==> src/rtl/cache_pkg.sv <==
// Arbiter-local definitions for the icache/dcache RAM arbiter.
package cache_pkg;

  // Default number of back-to-back dcache completions tolerated while a fetch waits.
  localparam int unsigned STARVE_MAX_DEFAULT = 4;

  typedef enum logic [1:0] {
    IDLE   = 2'd0,
    IGRANT = 2'd1,
    DGRANT = 2'd2
  } arbstate_t;

endpackage

==> src/rtl/cpu_types_pkg.sv <==
// Shared RAM-side types used by the cache-control blocks.
package cpu_types_pkg;

  localparam int unsigned WORD_W = 32;

  typedef logic [WORD_W-1:0] word_t;

  // RAM handshake status reported back to the arbiter each cycle.
  typedef enum logic [1:0] {
    FREE   = 2'd0,
    BUSY   = 2'd1,
    ACCESS = 2'd2,
    ERROR  = 2'd3
  } ramstate_t;

endpackage

==> src/rtl/mem_arbiter.sv <==
// Single-port RAM arbiter: dcache has priority, a starvation counter bounds fetch deferral.
module mem_arbiter
  import cpu_types_pkg::*;
  import cache_pkg::*;
#(
  parameter int unsigned STARVE_MAX = STARVE_MAX_DEFAULT
) (
  input  logic      CLK,
  input  logic      nRST,
  // icache side
  input  logic      iREN,
  input  word_t     iaddr,
  output logic      iwait,
  output word_t     iload,
  // dcache side
  input  logic      dREN,
  input  logic      dWEN,
  input  word_t     daddr,
  input  word_t     dstore,
  output logic      dwait,
  output word_t     dload,
  // RAM side
  output logic      ramREN,
  output logic      ramWEN,
  output word_t     ramaddr,
  output word_t     ramstore,
  input  word_t     ramload,
  input  ramstate_t ramstate
);

  localparam int unsigned STARVE_W = $clog2(STARVE_MAX + 1);
  localparam logic [STARVE_W-1:0] STARVE_LIM = STARVE_W'(STARVE_MAX);

  arbstate_t           state, state_nxt;
  logic [STARVE_W-1:0] starve, starve_nxt;

  // Read data is shared; each side only samples it in its completing cycle.
  assign iload = ramload;
  assign dload = ramload;

  // State and starvation counter registers.
  always_ff @(posedge CLK or negedge nRST) begin
    if (!nRST) begin
      state  <= IDLE;
      starve <= '0;
    end else begin
      state  <= state_nxt;
      starve <= starve_nxt;
    end
  end

  // Next-state, starvation update and combinational RAM/wait outputs.
  always_comb begin
    state_nxt  = state;
    starve_nxt = starve;
    ramREN     = 1'b0;
    ramWEN     = 1'b0;
    ramaddr    = '0;
    ramstore   = '0;
    iwait      = 1'b1;
    dwait      = 1'b1;

    unique case (state)
      IDLE: begin
        if (!iREN) begin
          starve_nxt = '0;
        end
        if ((dREN || dWEN) && (!iREN || (starve < STARVE_LIM))) begin
          state_nxt = DGRANT;
        end else if (iREN) begin
          state_nxt = IGRANT;
        end
      end

      IGRANT: begin
        ramaddr = iaddr;
        if (!iREN) begin
          // Fetch withdrawn: release the RAM without completing.
          state_nxt = IDLE;
        end else begin
          ramREN = 1'b1;
          if (ramstate == ACCESS) begin
            iwait      = 1'b0;
            state_nxt  = IDLE;
            starve_nxt = '0;
          end
        end
      end

      DGRANT: begin
        ramaddr = daddr;
        if (!(dREN || dWEN)) begin
          state_nxt = IDLE;
        end else begin
          // A write takes precedence when both strobes are raised.
          if (dWEN) begin
            ramWEN   = 1'b1;
            ramstore = dstore;
          end else begin
            ramREN = 1'b1;
          end
          if (ramstate == ACCESS) begin
            dwait     = 1'b0;
            state_nxt = IDLE;
            if (iREN && (starve < STARVE_LIM)) begin
              starve_nxt = starve + STARVE_W'(1);
            end
          end
        end
      end

      default: begin
        state_nxt = IDLE;
      end
    endcase
  end

endmodule

==> config.mk <==
export PLATFORM = sky130hd
export DESIGN_NAME = mem_arbiter
export DESIGN_NICKNAME = d
export VERILOG_FILES = /design/src/rtl/cache_pkg.sv /design/src/rtl/cpu_types_pkg.sv /design/src/rtl/mem_arbiter.sv
export SDC_FILE = /design/constraint.sdc
export NUM_CORES = 1
export LEC_CHECK = 0
export CAP_MARGIN = 20
export CELL_PAD_IN_SITES_DETAIL_PLACEMENT = 1
export CELL_PAD_IN_SITES_GLOBAL_PLACEMENT = 2
export CORE_ASPECT_RATIO = 1.4
export CORE_MARGIN = 1
export CORE_UTILIZATION = 10
export DETAILED_ROUTE_END_ITERATION = 8
export PLACE_DENSITY_LB_ADDON = 0.05
export SKIP_CTS_REPAIR_TIMING = 1
export SLEW_MARGIN = 0
export SYNTH_ARGS = -nofsm -noshare
export SYNTH_HDL_FRONTEND = slang
export SYNTH_SLANG_ARGS = --single-unit
==> constraint.sdc <==
create_clock -name CLK -period 2.4 [get_ports CLK]
set_input_delay 0.72 -clock CLK [delete_from_list [all_inputs] [get_ports CLK]]
set_output_delay 0.72 -clock CLK [all_outputs]
set_load 0.005 [all_outputs]
After elaboration in Yosys (flattened, before gate mapping)
Cells that the tools add are included.
{ "totals": {"regBits": 5, "latchBits": 0, "ramBits": 0, "mem_bits_ro": 0, "inputBits": 135, "output_inout_bits": 132, "wordCells": 51, "memories": 0} }
{ "classes": {"n_addsub": 1, "multipliers": 0, "div": 0, "magnitude_cmp": 1, "eq_ne": 10, "shifts": 0, "n_mux": 29, "n_bitwise": 0, "reduce_logical": 8} }
{ "ops": {"columns": ["operator", "n"], "rows": [
  ["32-bit 2-to-1 mux", 3],
  ["32-bit one-hot mux with 2 select lines", 1],
  ["3-bit 2-to-1 mux", 6],
  ["2-bit inequality test, second input constant", 6],
  ["1-bit 2-to-1 mux", 11],
  ["2-bit 2-to-1 mux", 5],
  ["3-bit one-hot mux with 3 select lines", 1],
  ["7-bit AND reduction", 1],
  ["2-bit one-hot mux with 3 select lines", 1],
  ["2-bit equality test, second input constant", 2],
  ["3-bit by 1-bit adder with 3-bit output, second input constant", 1],
  ["3-bit < comparator, second input constant", 1],
  ["3-bit inequality test, second input constant", 1],
  ["3-bit nonzero test", 1],
  ["2-bit by 1-bit equality test with 1-bit output, second input constant", 1],
  ["1-bit logical AND", 2],
  ["2-bit logical NOT", 1],
  ["1-bit logical OR", 2],
  ["1-bit one-hot mux with 2 select lines", 1],
  ["1-bit logical NOT", 1]
]} }

Longest topological paths before layout
Gate-level depths: netlist of run 1.
{ "logic_depth": {"ltp_word": 6, "depth_mapped": 6, "mapped_depth_nobuf": 5} }

Worst setup path before layout of run 1
No wires, ideal clock.
{ "synth_timing": {"kind": "reg-to-output", "startpoint": "register state[0]", "endpoint": "output ramstore[10]", "arrival_ns": 1.311, "required_time_ns": 1.680, "path_slack_ns": 0.369, "stages_incl_launch_ff": 7, "n_path_buf": 3, "cell_sequence": "dfrtp_1 > inv_1 > ha_1 > buf_2 > buf_4 > clkbuf_1 > and3_1"} }
{ "synth_via": {"elab_chain_len": 2} }
{ "synth_lines": {"columns": ["element", "line_no", "rtl"], "rows": [
  ["start, declared", "mem_arbiter.sv:34", "arbstate_t state, state_nxt;"],
  ["start signal, assigned", "mem_arbiter.sv:47", "state <= state_nxt;"],
  ["2-bit equality test", "mem_arbiter.sv:63", "unique case (state)"],
  ["32-bit 2-to-1 mux", "mem_arbiter.sv:63", null],
  ["end, declared", "mem_arbiter.sv:26", "output word_t ramstore,"]
]} }
Every way passes these cells.

Worst setup path after layout of run 1
{ "layout_timing": {"startpoint": "input daddr[17]", "endpoint": "output ramaddr[17]"} }
{ "layout_via": {"elab_chain_len": 1} }
{ "layout_lines": {"columns": ["element", "line_no", "rtl"], "rows": [
  ["start, declared", "mem_arbiter.sv:18", "input word_t daddr,"],
  ["32-bit one-hot mux with 2 select lines", "mem_arbiter.sv:63", null],
  ["end, declared", "mem_arbiter.sv:25", "output word_t ramaddr,"]
]} }
Every way passes these cells.

==> results of run 1 <==
## synthesized netlist by cell type (all sizes together)
cell type | count | area (µm²)
nor2b | 35 | 219.0
nor2 | 1 | 3.750
and3b | 1 | 12.51
o21ai | 4 | 23.77
o21bai | 1 | 7.510
a211o | 3 | 26.28
clkbuf | 9 | 33.78
ha | 6 | 75.07
a22oi | 32 | 240.2
inv | 2 | 7.510
and4bb | 1 | 12.51
nand3b | 1 | 7.510
a32oi | 2 | 17.52
and3 | 34 | 212.7
o2111a | 2 | 22.52
buf | 74 | 535.5
a21oi | 1 | 5.000
dfrtp | 5 | 125.1
a21boi | 1 | 7.510
or2 | 1 | 6.260
o22a | 1 | 10.01
nor4bb | 1 | 10.01
o21ba | 1 | 10.01
nor4b | 1 | 8.760
nand3 | 2 | 10.01
and2 | 1 | 6.260
nand2 | 2 | 7.510
## logic make-up after synthesis
| logic type | count (synthesis) | share of synthesized area (%) |
|---|---|---|
| AOI/OAI and AO/OA | 48 | 22.26 |
| adders and majority gates | 6 | 4.511 |
| buffers and inverters | 85 | 34.66 |
| DFF | 5 | 7.519 |
| and+or+nand+nor | 81 | 31.05 |
## per-stage QoR
| step | setup TNS (ps) | cells |
|---|---|---|
| after detailed placement | -25510 | 534 |
| after global placement | -25210 | 534 |
| final | -4294 | 545 |
| after floorplan | 0 | 225 |
| after global routing | -6981 | 545 |
| after CTS | -30320 | 538 |
## state kept, by name, summed over array words and instances, names as in the netlist
| name | count |
|---|---|
| starve | 3 |
| state | 2 |
## report_power, final
part           internal, µW  leakage (µW)  switching [µW]
Clock                   220     0.0000382            53.7
Combinational          1250       0.00195             842
Sequential              106     0.0000664            23.8
## worst paths after layout
kind	slack (ps)	start	end
worst min register to register	510	starve[1]$_DFFE_PN0P_	starve[1]$_DFFE_PN0P_
worst min-delay path	510	starve[1]$_DFFE_PN0P_	starve[1]$_DFFE_PN0P_
worst max register to register	640	state[1]$_DFFE_PN0P_	starve[0]$_DFFE_PN0P_
worst max-delay path	-240	daddr[17]	ramaddr[17]
min in group asynchronous	730	nRST	starve[0]$_DFFE_PN0P_
max in group asynchronous	1460	nRST	state[1]$_DFFE_PN0P_
## layer usage
metal | part of all wire, % | track usage (%) | vias to the layer above | routed length [µm]
met5 | 0 | 0 | - | 0
met4 | 1.3 | 2.831 | 0 | 133
met3 | 6.1 | 2.038 | 15 | 602
met2 | 62 | 23.45 | 97 | 6214
met1 | 30 | 9.072 | 969 | 2993
li1 | - | - | 972 | -
## area by class of cell
| cell class | count | share of cell area, % |
|---|---|---|
| timing repair buffer | 199 | 58.87 |
| multi-input combinational | 135 | 28.18 |
| tap | 199 | 6.965 |
| sequential | 5 | 3.500 |
| clock buffer | 4 | 2.205 |
| inverter | 2 | 0.2100 |
| antenna | 1 | 0.07000 |
==> flow_summary_export.csv, run 1 <==
group,metric,value,unit
placement,dp_slack,-552.3,ps
global_route,antenna_found_initial,1,
route,drtAntennaViolNets,0,
yosys,synth_area_per_cell,7.396,µm²
timing,fin_crit,2645,ps
critical_path,path_delay_family,"buffers and inverters",
critical_path,crit_type,"input port to primary output",
global_route,grt_pass1_wl,13650,µm
placement,io_buffers,170,
final_layout,fill_cells,1914,
timing,setup_ws,-244.9,ps
final_layout,utilization,22.01,%
floorplanning,die_h,154.6,µm
timing,rsz0062_at_grt,"true",
placement,place_area,3271,µm²
final_layout,final_cell_area,3575,µm²
placement,place.detailed.hpwl,7946,µm
route,wirelength,9944,µm
yosys,synth_cell_types,30,
run_status,violations,"design-rule violations, negative setup slack",
final_layout,syn_to_final_growth,114.8,%
global_route,grt_max_degree,38,
power_and_ir_drop,power.density,696.9,nW/µm²
route,wl_per_cell,18.25,µm
final_layout,layout_common_cells,"clkdlybuf4s50_1 (120), dlymetal6s2s_1 (43), nor2b_1 (34), and3_1 (34), a22oi_1 (32)",
yosys,yosysWarnings,0,
critical_path,path_buf_inv,2,
timing,finalSetupViolCount,21,
run_status,status,"complete, but fails checks",
placement,place_congestion,0.6820,
run,maxCapViolCount,0,
route,drt_iter0_drc,91,
final_layout,multiInputGateArea,1007,µm²
yosys,synth-seq-cells,5,
floorplanning,core_area,16240,µm²
critical_path,critPathSlowestCell,"clkdlybuf4s50_1",
global_route,grtUsageTotal,10.51,%
power_and_ir_drop,max-vdd-ir-drop,388.0,µV
cts,htreeDepth,1,
cts,clock_sinks,5,
global_route,grt_pass1_vias,2085,
final_layout,drive_above_1_share,14.78,%
floorplanning,die_area,17170,µm²
critical_path,cpMostUsedCell,"clkdlybuf4s50_1",
yosys,yosysSeqAreaShare,7.519,%
cts,cts.clk_slew.worst_paths,30,ps
critical_path,cp-start-kind,"input port",
timing,drv_slew,0,
critical_path,cp-end-kind,"primary output",
cts,cts_tree,"done",
critical_path,cp_num_cells,4,
critical_path,critPathMaxStageDelay,500,ps
timing,finClkSkew,3.079,ps
timing,worst_pin_slew,395.4,ps
cts,insertion_delay,230,ps
cts,clock_path_buffers,2,
final_layout,final_common_cell,"clkdlybuf4s50_1",
cts,clockRootBuffer,"clkbuf_16",
timing,finalHoldViolations,0,
floorplanning,ios,267,
power_and_ir_drop,p_leak,0.002050,µW
power_and_ir_drop,p_total,2491,µW
critical_path,crit_arrival,1920,ps
timing,post-route-period-util,110.2,%
final_layout,regArea,125.1,µm²
route,via_per_inst,3.767,
yosys,synth.net_count,366,
critical_path,crit_chain,"clkdlybuf4s50_1 > a22oi_1 > nor2b_1 > clkdlybuf4s50_1",
route,drt_first_pass_iters,6,
timing,fmax,378.1,MHz
yosys,synth_cells,225,
min_path,holdPathStages,1,
floorplanning,num_rows,55,
critical_path,rr_worst_depth,6,
final_layout,nNetsFinal,487,
critical_path,critical_path_required,1680,ps
critical_path,critPathMaxFanout,1,
yosys,netlist_area,1664,µm²
route,routed-via-count,2053,
route,drcViolationCount,46,
timing,hold-worst-slack,511.7,ps
min_path,worstHoldPathType,"flop to flop",
floorplanning,die_w,111.0,µm
floorplanning,initial_core_util,10.25,%
timing,relSlewSlack,73.27,%
cts,cts_buffers,3,
global_route,globalRouteOverflowTotal,0,
(Power assumes the default switching activity.)
==> run 2: changes to the inputs <==
Settings changed: CORE_AREA from default to 2 2 105 107, CORE_ASPECT_RATIO 1.4 to default, CORE_MARGIN 1 to default, CORE_UTILIZATION 10 to default, DIE_AREA from default to 0 0 107 109, DONT_BUFFER_PORTS from default to 1.
==> run 2 against run 1 <==
Against the previous run: the run now ends clean; routed wire length fell by 40%; worst setup slack improved by 380 ps; critical path depth grew 1; largest cell class is now multi-input combinational cells; clock power down 44%; register-to-register slack better by 60 ps; final cell count fell by 46%; total power fell by 46%; sequential share of layout area up 5.5 points; worst hold slack got worse by 320 ps; largest power group unchanged.
==> flow_summary_export.csv, run 2 (same netlist as run 1, synthesis figures left out) <==
group,metric,value,unit
placement,dp_cells,288,
final_layout,utilization,13.17,%
route,via_per_inst,4.353,
global_route,grt_pass1_wl,7900,µm
critical_path,critical_path_required,1680,ps
cts,cts.clk_slew.worst_paths,40,ps
global_route,grtUsageTotal,8.693,%
route,routed-via-count,1271,
timing,worst_pin_slew,448.8,ps
placement,place_area,1330,µm²
cts,cts_buffers,3,
final_layout,top_regs,"starve x3, state x2",
timing,rsz0062_at_grt,"false",
final_layout,final_cells,292,
cts,clock_sinks,5,
floorplanning,initial_core_util,15.70,%
final_layout,nNetsFinal,294,
floorplanning,die_w,107,µm
power_and_ir_drop,p_leak,0.0005538,µW
global_route,busiest_layer,"met2",
critical_path,cp-start-kind,"flop",
power_and_ir_drop,power_switching_share,48.95,%
global_route,grt_use_met1,8.719,%
timing,hold-worst-slack,195.7,ps
power_and_ir_drop,seqPwrFrac,9.8,%
cts,clockRootBuffer,"clkbuf_8",
critical_path,path_buf_inv,2,
final_layout,regArea,125.1,µm²
global_route,grt_max_degree,44,
power_and_ir_drop,max-vdd-ir-drop,230.2,µV
floorplanning,die_h,109,µm
floorplanning,core_area,10600,µm²
final_layout,largest_register_ffs,3,
critical_path,critPathMaxFanout,43,
final_layout,final_cell_area,1396,µm²
placement,place_congestion,0.6735,
floorplanning,num_rows,38,
route,wl_per_cell,20.28,µm
route,wirelength,5922,µm
run,maxCapViolCount,0,
cts,htreeDepth,1,
global_route,antenna_found_initial,0,
timing,finalSetupViolCount,0,
final_layout,syn_to_final_growth,-16.09,%
global_route,grt_use_met2,17.33,%
global_route,use_met3,3.407,%
cts,cts_tree,"done",
placement,io_buffers,0,
critical_path,crit_chain,"inv_1 > ha_2 > buf_8 > a22oi_1 > nor2b_1",
final_layout,final_common_cell,"nor2b_1",
floorplanning,ios,267,
power_and_ir_drop,power.density,966.0,nW/µm²
route,drcViolationCount,0,
power_and_ir_drop,power_frac_comb,78.8,%
floorplanning,die_area,11660,µm²
final_layout,multiInputGateArea,970.9,µm²
timing,finalHoldViolations,0,
final_layout,drive_above_1_share,11.84,%
power_and_ir_drop,p_int,688.6,µW
final_layout,n_antenna_cell,0,
timing,fmax,441.3,MHz
global_route,grt_pass1_vias,1359,
cts,clock_path_buffers,2,
critical_path,crit_arrival,1550,ps
timing,finClkSkew,2.941,ps
placement,place.detailed.hpwl,4935,µm
route,drt_first_pass_iters,4,
route,drtAntennaViolNets,0,
timing,fin_crit,2266,ps
timing,relSlewSlack,69.66,%
route,drt_iter0_drc,49,
critical_path,cp-end-kind,"primary output",
final_layout,layout_common_cells,"nor2b_1 (35), and3_1 (34), a22oi_1 (32), dfrtp_1 (5), ha_1 (4)",
critical_path,critPathMaxStageDelay,420,ps
power_and_ir_drop,clkPwrFrac,11.4,%
timing,post-route-period-util,94.42,%
cts,insertion_delay,220,ps
power_and_ir_drop,p_total,1349,µW
min_path,worstHoldPathType,"input port to async pin",
critical_path,path_delay_family,"flip-flops",
critical_path,critPathSlowestCell,"dfrtp_1",
critical_path,crit_type,"flop to primary output",
power_and_ir_drop,switching_power,660.2,µW
run_status,status,"complete, no violations",
timing,drv_slew,0,
global_route,globalRouteOverflowTotal,0,
final_layout,fill_cells,1289,
final_layout,largest-register,"starve",
==> run 2: power by group through the flow <==
stage | logic, µW | registers [µW] | clock network (µW)
CTS | 1050 | 133 | 159
global route | 1180 | 138 | 164
floorplan | 886 | 125 | 0
finish | 1060 | 133 | 153
global placement | 1030 | 135 | 0
detailed placement | 1050 | 134 | 0
==> run 2: worst register-to-register path: stages, from the launching register on <==
cell and delay [ps]:
dfrtp_1 410, inv_1 110, ha_2 230, buf_12 160
nor2_1 260, o21ai_2 110, a211o_1 300
==> run 2: worst paths after layout <==
check	end	slack, ps	from	cells past startpoint
worst max-delay path	ramaddr[29]	130	state[0]$_DFFE_PN0P_	5
worst min-delay path	starve[2]$_DFFE_PN0P_	200	nRST	0
worst max register to register	starve[1]$_DFFE_PN0P_	700	state[0]$_DFFE_PN0P_	6
worst min register to register	starve[1]$_DFFE_PN0P_	520	starve[1]$_DFFE_PN0P_	1
max in group asynchronous	state[1]$_DFFE_PN0P_	2130	nRST	0
min in group CLK	starve[1]$_DFFE_PN0P_	520	starve[1]$_DFFE_PN0P_	1
==> run 2: cell type report <==
type / instances / area share (%)
sequential: 5 / 8.961
clock buffer: 4 / 3.226
inverter: 2 / 0.5376
tap: 140 / 12.54
timing repair buffer: 6 / 5.197
multi-input combinational: 135 / 69.53
==> run 2: metal layers <==
metal,vias up,share of wire [%]
li1,586,-
met5,-,0
met3,3,9.0
met4,0,0.10
met2,83,56
met1,599,35
==> run 2: metrics by stage <==
stage	setup TNS (ps)	worst slack, ps
floorplan	0	368.8
global placement	0	209.2
detailed placement	0	179.6
CTS	-75.34	-63.04
global route	0	3.461
finish	0	134.0
==> run 3: changes to the inputs <==
Settings changed: HOLD_SLACK_MARGIN from default to 0.08.
==> results of run 3 <==
The final DEF is identical to that of run 2; final timing and power are the same.
